<file path="src/rtl/seq_detect_param.sv">
// Runtime-programmable serial sequence detector: a fill counter plus a shift-register
// comparator with a masked compare, registered match pulse and saturating match counter.
module seq_detect_param #(
  parameter int                 MAX_LEN     = 4,
  parameter int                 COUNT_W     = 8,
  parameter logic [MAX_LEN-1:0] DEFAULT_PAT = MAX_LEN'(4'b0101),
  parameter logic               DEFAULT_OVL = 1'b1
) (
  input  logic                         clk,
  input  logic                         reset,
  input  logic                         din,
  input  logic                         din_valid,
  input  logic                         cfg_load,
  input  logic [MAX_LEN-1:0]           cfg_pattern,
  input  logic [$clog2(MAX_LEN+1)-1:0] cfg_len,
  input  logic                         cfg_overlap,
  input  logic                         count_clr,
  output logic                         y,
  output logic [COUNT_W-1:0]           match_count,
  output logic                         count_sat
);

  localparam int               LEN_W    = $clog2(MAX_LEN + 1);
  localparam logic [LEN_W-1:0] FULL_LEN = LEN_W'(MAX_LEN);

  logic [MAX_LEN-1:0] history, history_d, hist_shift, pattern, pattern_d, mask;
  logic [LEN_W-1:0]   fill, fill_d, fill_inc, len, len_d;
  logic               overlap, overlap_d, y_d, hit, count_sat_d;
  logic [COUNT_W-1:0] match_count_d;

  always_comb begin
    // NOTE: every variable gets a default before any branch, so no path leaves it
    // unassigned and no latch is inferred.
    history_d     = history;
    fill_d        = fill;
    pattern_d     = pattern;
    len_d         = len;
    overlap_d     = overlap;
    y_d           = 1'b0;
    hit           = 1'b0;
    match_count_d = match_count;
    count_sat_d   = count_sat;

    hist_shift = {history[MAX_LEN-2:0], din};
    fill_inc   = (fill >= len) ? len : fill + 1'b1;
    for (int i = 0; i < MAX_LEN; i++) begin
      mask[i] = (LEN_W'(i) < len);
    end

    if (cfg_load) begin
      pattern_d = cfg_pattern;
      len_d     = (cfg_len == '0 || cfg_len > FULL_LEN) ? FULL_LEN : cfg_len;
      overlap_d = cfg_overlap;
      history_d = '0;
      fill_d    = '0;
    end else if (din_valid) begin
      hit = (fill_inc == len) && (((hist_shift ^ pattern) & mask) == '0);
      y_d = hit;
      // Non-overlapping mode restarts from an empty window after each match.
      if (hit && !overlap) begin
        history_d = '0;
        fill_d    = '0;
      end else begin
        history_d = hist_shift;
        fill_d    = fill_inc;
      end
    end

    if (count_clr) begin
      match_count_d = '0;
      count_sat_d   = 1'b0;
    end else if (hit) begin
      if (match_count != '1) match_count_d = match_count + 1'b1;
      count_sat_d = count_sat | (match_count_d == '1);
    end
  end

  // NOTE: state registers use non-blocking assignments so every flop samples the
  // pre-edge values computed above, independent of statement order.
  always_ff @(posedge clk) begin
    if (reset) begin
      history     <= '0;
      fill        <= '0;
      pattern     <= DEFAULT_PAT;
      len         <= FULL_LEN;
      overlap     <= DEFAULT_OVL;
      y           <= 1'b0;
      match_count <= '0;
      count_sat   <= 1'b0;
    end else begin
      history     <= history_d;
      fill        <= fill_d;
      pattern     <= pattern_d;
      len         <= len_d;
      overlap     <= overlap_d;
      y           <= y_d;
      match_count <= match_count_d;
      count_sat   <= count_sat_d;
    end
  end

endmodule
</file>
<file path="config.mk">
export PLATFORM = sky130hd
export DESIGN_NAME = seq_detect_param
export DESIGN_NICKNAME = d
export VERILOG_FILES = /design/src/rtl/seq_detect_param.sv
export SDC_FILE = /design/constraint.sdc
export NUM_CORES = 1
export LEC_CHECK = 0
export CAP_MARGIN = 40
export CORE_AREA = 2 2 59 61
export CTS_CLUSTER_SIZE = 12
export DETAILED_ROUTE_END_ITERATION = 16
export DIE_AREA = 0 0 61 63
export GPL_TIMING_DRIVEN = 0
export PLACE_DENSITY = 0.81
export SYNTH_ARGS = -nofsm -noshare
export SYNTH_HDL_FRONTEND = slang
export SYNTH_SLANG_ARGS = --single-unit
export TNS_END_PERCENT = 100
</file>
<file path="constraint.sdc">
create_clock -name clk -period 5.8 [get_ports clk]
set_input_delay 1.74 -clock clk [delete_from_list [all_inputs] [get_ports clk]]
set_output_delay 1.74 -clock clk [all_outputs]
set_load 0.005 [all_outputs]
</file>
==> metrics.md, run 1 <==
| Metric | Value |
|---|---|
| Outcome | complete, no violations |
| HPWL after DPL | 2170 um |
| Fin Clk Skew | 0.00148 ns |
| Area after DPL | ~1700 sq um |
| Min Clock Period, post-route | 3.31 ns |
| DIE WIDTH | 61 um |
| Period Utilization, post-route | 57.0% |
| R2R cell count | 10 |
| Synth area leader | dfxtp_1 |
| Total Routing Usage GR | about 17% |
| Num ports | 24 |
| Clock Pin Slew Worst Setup and Hold Paths | 0.14 ns |
| Wirelength per Cell | between 10 and 15 um |
| Final instance area | about 1800 sq um |
| WL met1 | 1410 um |
| Setup TNS | 0 ns |
| Unrepaired setup endpoints after global routing | false |
| DR iter-0 viols | 44 |
| Vias in the first global route | 1,192 |
| Mapped Cells | 175 |
| Post-synth ARST share | 0% |
| Pin count of the biggest net entering global routing | 15 |
| PwrDens | 192 nW/um^2 |
| Top Layer Used | met4 |
| Hold_buf cts | 0 |
| Via count | 1,302 |
| RR Endpoint | match_count[4] |
| Final-report max-slew violation count | 0 |
| Clock Path Buffers | 2 |
| Total power | 0.341 mW |
| Worst setup EP type | flop |
| Number of flops mapped to enable cells by yosys | 0 |
| Yosys cell types | 51 |
| WP data required | 6.02 ns |
| Die area | 3840 sq um |
| Cts bufs inserted | 3 |
| DR vias/cell | 5.25 |
| Final-stage net count | ~220 |
| Hold path start | count_sat |
| Routability cong. | 0.812 |
| Layout cells sized above 1 | 9.90% |
| CTS resizes | 0 |
| Yosys warns | 0 |
| Syn_nets | 195 |
| First-pass GRT wire length | 5180 um |
| Diode count | 0 |
| Routed Antenna Nets | 0 |
| Lkg Pwr | around 0.64 nW |
| Max-Cap Viols | 0 |
| Initial Util | 44.6% |
| CTS tree | built |
| Main synth FF type | dfxtp_1 |
| Seq/Total Area, Yosys | between 30% and 40% |
| Top cells by area, synth | dfxtp_1 33%, ha_1 5.2%, a21oi_1 4.2% |
| Crit path arrival time | around 3.5 ns |
| Max Fclk | 302 MHz |
| DRT Pass-1 Iters | 4 |
| Initial antenna violation count | 0 |
| Worst Hold Class | reg2reg |
| Storage cell area | 480 sq um |
| Avg Inst Size Synth | 8.23 sq um |
| Die Ht | 63 um |
| CP Launch Type | primary input |
| Grt ovf | 0 |
| #FFs+latches synth | 24 |
| WHS Path Cells | 2 |
| Met3 WL | 94 um |
| DRT Wirelength | 2960 um |
| Least-Margin Pin Slew | 0.568 ns |
| Final Hold Vio Count | 0 |
| Setup CP Type | in2reg |
| RR Startpoint | len[2] |
| Max_slew headroom | 61.9% |
| CTS root buf | clkbuf_4 |
| Hold Crit Endpoint | count_sat |
| R2R setup slack | 3.38 ns |
| Final Setup Violations | 0 |
| Filler cells | around 290 |
| Layout area overhead | 23.6% |
| DR DRC count | 0 |
| Post-CTS setup repair buffer count | 0 |
| Post-Syn Area | about 1400 sq um |
| Footprint of the multi-input gates | roughly 860 sq um |
| Buffers on Ports | 23 |
| Worst IR drop on VDD | 0.105 mV |
| H-tree depth | 1 |
| Clock sink count | 24 |
| Share of the synthesized area in the top cell type | 33.4% |
| Crit-path max FO | 9 |
| Metal2 WL | 1400 um |
| Rows | 21 |
| Total core area | ~3200 sq um |
| Skew-Pair Late Insertion Delay | around 0.33 ns |
-- flip-flops by register name (all words and copies together), names as in the netlist --
| name | flops |
|---|---|
| match_count | 8 |
| overlap | 1 |
| y | 1 |
| pattern | 4 |
| fill | 3 |
| history | 3 |
| count_sat | 1 |
| len | 3 |
-- logic make-up after synthesis --
group           after synthesis  share of synthesized area (%)
buf+inv                      21                           6.69
simple gates                 67                           24.4
mux                           5                           3.56
compound gates               43                           21.3
xor+xnor                      9                           5.47
flops                        24                           33.4
fa+ha+maj                     6                           5.21
-- cell usage in the layout, fill, tap and decap left out, drive strengths merged, types with 2 or more instances in the layout --
master	Yosys	routed
buf	5	5
nor3	5	5
nand2b	6	6
a21o	2	2
o41ai	2	2
nor2b	4	4
ha	6	6
o21ai	9	9
o211ai	2	2
mux2i	4	4
or3	3	3
dfxtp	24	24
or2	4	4
a211o	3	3
inv	10	10
nor2	13	13
nor4	2	2
xnor2	6	6
nand4	4	4
a21oi	12	12
o311ai	2	2
nand3	7	7
nand2	15	15
clkbuf	5	8
xor2	3	3
clkdlybuf4s50	0	23
-- cell usage after synthesis (3+ instances only) --
cell type,count
nand2_1,15
o21ai_0,8
nor3_1,4
nor2_1,13
xnor2_1,6
dfxtp_1,24
a21oi_1,12
nand2b_1,6
xor2_1,3
clkbuf_1,4
a211o_1,3
nor2b_1,3
nand4_1,4
nand3_1,7
or2_2,3
ha_1,6
mux2i_1,4
inv_1,10
-- worst max-delay path by stage --
stage / end / cells after the start / from / slack, ns
floorplan: match_count[4] / 7 / din / 2.81
global placement: match_count[4] / 8 / din / 2.19
detailed placement: match_count[4] / 8 / din / 2.15
CTS: match_count[4] / 8 / din / 2.48
global route: match_count[2] / 8 / din / 2.32
finish: match_count[4] / 8 / din / 2.49
-- stage by stage --
step | hold slack [ns] | instances | setup WS, ns | utilization (%)
6_report | 0.469 | 248 | 2.49 | 55.1
4_1_cts | 0.473 | 248 | 2.48 | 55.1
3_3_place_gp | 0.446 | 244 | 2.19 | 53.5
5_1_grt | 0.483 | 248 | 2.32 | 55.1
3_5_place_dp | 0.454 | 244 | 2.15 | 53.5
2_1_floorplan | 0.449 | 175 | 2.81 | -
-- final cells by class --
| class | instances | area share (%) |
|---|---|---|
| multi-input cells | 130 | 48.5 |
| inverters | 10 | 2.11 |
| clock buffers | 3 | 1.26 |
| repair buffers | 23 | 12.9 |
| well taps | 46 | 3.23 |
| flip-flops and latches | 24 | 27.0 |
| clock inverters | 1 | 1.69 |
| plain buffers | 11 | 3.30 |
-- worst max-delay path, stage by stage --
cell             delay (ns)
clkdlybuf4s50_1        0.50
xnor2_1                0.15
o22a_2                 0.17
o211ai_2               0.09
or2_0                  0.23
buf_2                  0.18
o311ai_0               0.34
o41ai_1                0.13
-- routing by layer --
layer,GRT usage (%),vias to the layer above
met1,22.7,595
met5,0,-
met4,8.15,0
met2,27.6,25
met3,2.48,5
li1,-,677
-- where the power goes --
part	switching (mW)	leakage, nW	total [mW]	internal [mW]
Clock	0.0557	0.0279	0.126	0.0700
Sequential	0.00403	0.195	0.173	0.169
Combinational	0.0194	0.414	0.0423	0.0229
No activity file was read; power rests on OpenSTA's default activity.
==> run 2: changes to the inputs <==
--- a/config.mk
+++ b/config.mk
@@ -11,7 +11,7 @@
 export DETAILED_ROUTE_END_ITERATION = 16
 export DIE_AREA = 0 0 61 63
 export GPL_TIMING_DRIVEN = 0
-export PLACE_DENSITY = 0.81
+export PLACE_DENSITY = 0.84
 export SYNTH_ARGS = -nofsm -noshare
 export SYNTH_HDL_FRONTEND = slang
 export SYNTH_SLANG_ARGS = --single-unit
==> constraint.sdc (replaced) <==
create_clock -name clk -period 2.8 [get_ports clk]
set_input_delay 0.84 -clock clk [delete_from_list [all_inputs] [get_ports clk]]
set_output_delay 0.84 -clock clk [all_outputs]
set_load 0.005 [all_outputs]
==> metrics.md, run 2 (synthesis results as in run 1) <==
| Metric | Value |
|---|---|
| Routed Antenna Nets | 0 (unchanged) |
| Final-report max-slew violation count | 0 (unchanged) |
| Initial antenna violation count | 0 (unchanged) |
| CP Launch Type | primary input |
| CTS tree | built |
| Clock Path Buffers | 2 (unchanged) |
| Min Clock Period, post-route | 2.45 ns |
| DR iter-0 viols | 33 (-25%) |
| Unrepaired setup endpoints after global routing | false |
| Dpl cells | 244 (unchanged) |
| Worst setup EP type | flop |
| Period Utilization, post-route | 87.6% |
| H-tree depth | 1 (unchanged) |
| Peak per-stage delay on the critical path | 0.51 ns (about the same) |
| Initial Util | 44.6% (unchanged) |
| Die Ht | 63 um (unchanged) |
| Via count | 1,306 (+0.31%) |
| Rows | 21 (unchanged) |
| Hold_buf cts | 0 (unchanged) |
| Skew-Pair Late Insertion Delay | 0.31 ns (-0.02 ns) |
| Commonest cells after routing, fill and taps aside | 24 x dfxtp_1, 23 x clkdlybuf4s50_1, 15 x nand2_1, 13 x nor2_1, 12 x a21oi_1 |
| Wirelength per Cell | 11.7 um (-1.9%) |
| Crit path arrival time | 2.65 ns (-0.88 ns) |
| Commonest non-fill, non-tap cell in the layout | dfxtp_1 |
| Setup CP Type | in2reg |
| PwrDens | 343 nW/um^2 (+79%) |
| Post-CTS setup repair buffer count | 0 (unchanged) |
| Finished Core Util | 54.2% (-0.93 points) |
| Outcome | complete, no violations |
| Least-Margin Pin Slew | 0.543 ns (-0.0242 ns) |
| DRT Wirelength | 2890 um (-2.3%) |
| WP data required | 3.00 ns (-3.02 ns) |
| Largest Register | match_count |
| Max_slew headroom | 63.5% (+1.6 points) |
| Final-stage net count | 223 (unchanged) |
| DR DRC count | 0 (unchanged) |
| Die area | 3840 sq um (unchanged) |
| Num ports | 24 (unchanged) |
| DR vias/cell | 5.29 (+0.71%) |
| Largest regs | match_count (8), pattern (4) |
| Final Hold Vio Count | 0 (unchanged) |
| Pin count of the biggest net entering global routing | 13 (-2) |
| Fin Clk Skew | 0.00725 ns (+0.00576 ns) |
| Slowest cell on crit path | clkdlybuf4s50_1 |
| DIE WIDTH | 61 um (unchanged) |
| HPWL after DPL | 2220 um (+2.1%) |
| Lkg Pwr | 0.623 nW (-2.2%) |
| Max-Cap Viols | 0 (unchanged) |
| Grt ovf | 0 (unchanged) |
| Critical-path cell list | clkdlybuf4s50_1, xnor2_1, o22a_2, o211ai_2, or2_0, buf_2, o311ai_0, o41ai_1 |
| Cts bufs inserted | 3 (unchanged) |
| Max FFs per register | 8 (unchanged) |
| DRT Pass-1 Iters | 4 (unchanged) |
| Cell Count, Final, Fillers Out | 247 (-0.40%) |
| CTS root buf | clkbuf_4 |
| Layout cells sized above 1 | 9.45% (-0.45 points) |
| Worst Hold Class | reg2reg |
| Final Setup Violations | 0 (unchanged) |
| Routability cong. | 0.852 (+4.9%) |
| First-pass GRT wire length | 5290 um (+2.0%) |
| Diode count | 0 (unchanged) |
| Clock sink count | 24 (unchanged) |
| Vias in the first global route | 1,204 (+1.0%) |
| Worst IR drop on VDD | 0.207 mV (+97%) |
| Total Routing Usage GR | 17.3% (-0.080 points) |
| Total core area | 3230 sq um (unchanged) |
| Crit-path max FO | 9 (unchanged) |
| CTS resizes | 0 (unchanged) |
| Clock Pin Slew Worst Setup and Hold Paths | 0.13 ns (about the same) |
| Buffers on Ports | 23 (unchanged) |
| Layout area overhead | 21.5% |
| Max Fclk | ~410 MHz |
## run 2: area by class of cell
cell class	count	area, sq um
repair buffers	23	230
plain buffers	11	58.8
clock buffers	3	22.5
multi-input cells	130	863
flip-flops and latches	24	480
fillers	292	1480
inverters	10	37.5
well taps	46	57.6
## run 2: per-stage QoR
stage                     setup slack (ns)  hold slack [ns]  TNS [ns]  power, mW  instance area (sq um)
after floorplan                      0.656            0.449         0      0.421                   1440
final                                0.347            0.472         0      0.600                   1750
after global routing                 0.217            0.487         0      0.635                   1750
after global placement              0.0912            0.445         0      0.452                   1730
after detailed placement           -0.0338            0.456   -0.0338      0.454                   1730
after CTS                            0.327            0.475         0      0.603                   1750
## run 2: power breakdown
| part | internal (mW) | switching, mW |
|---|---|---|
| logic | 0.0474 | 0.0406 |
| clock network | 0.0503 | 0.103 |
| registers | 0.350 | 0.00860 |
| total | 0.448 | 0.152 |
## run 2: path summary, 6_finish.rpt
check                                 endpoint  startpoint  slack [ns]  depth (start not counted)
worst max-delay path            match_count[2]         din        0.35                          8
worst min-delay path                 count_sat   count_sat        0.47                          2
worst max register to register  match_count[2]      len[2]        0.37                         10
worst min register to register       count_sat   count_sat        0.47                          2
## run 2: critical path: cells and delay by family
kind | cells | cell delay (ns)
and+or+nand+nor | 1 | 0.22
xor gates and xnor gates | 1 | 0.14
AOI/OAI and AO/OA | 4 | 0.77
buffers and inverters | 2 | 0.68
## run 2: routing by layer
metal / global-route usage (%) / part of all wire (%) / vias to the layer above
met1: 25.8 / 49 / 605
met5: 0 / 0 / -
met2: 26.1 / 48 / 24
met4: 4.89 / 1.3 / 0
li1: - / - / 673
met3: 1.86 / 2.2 / 4
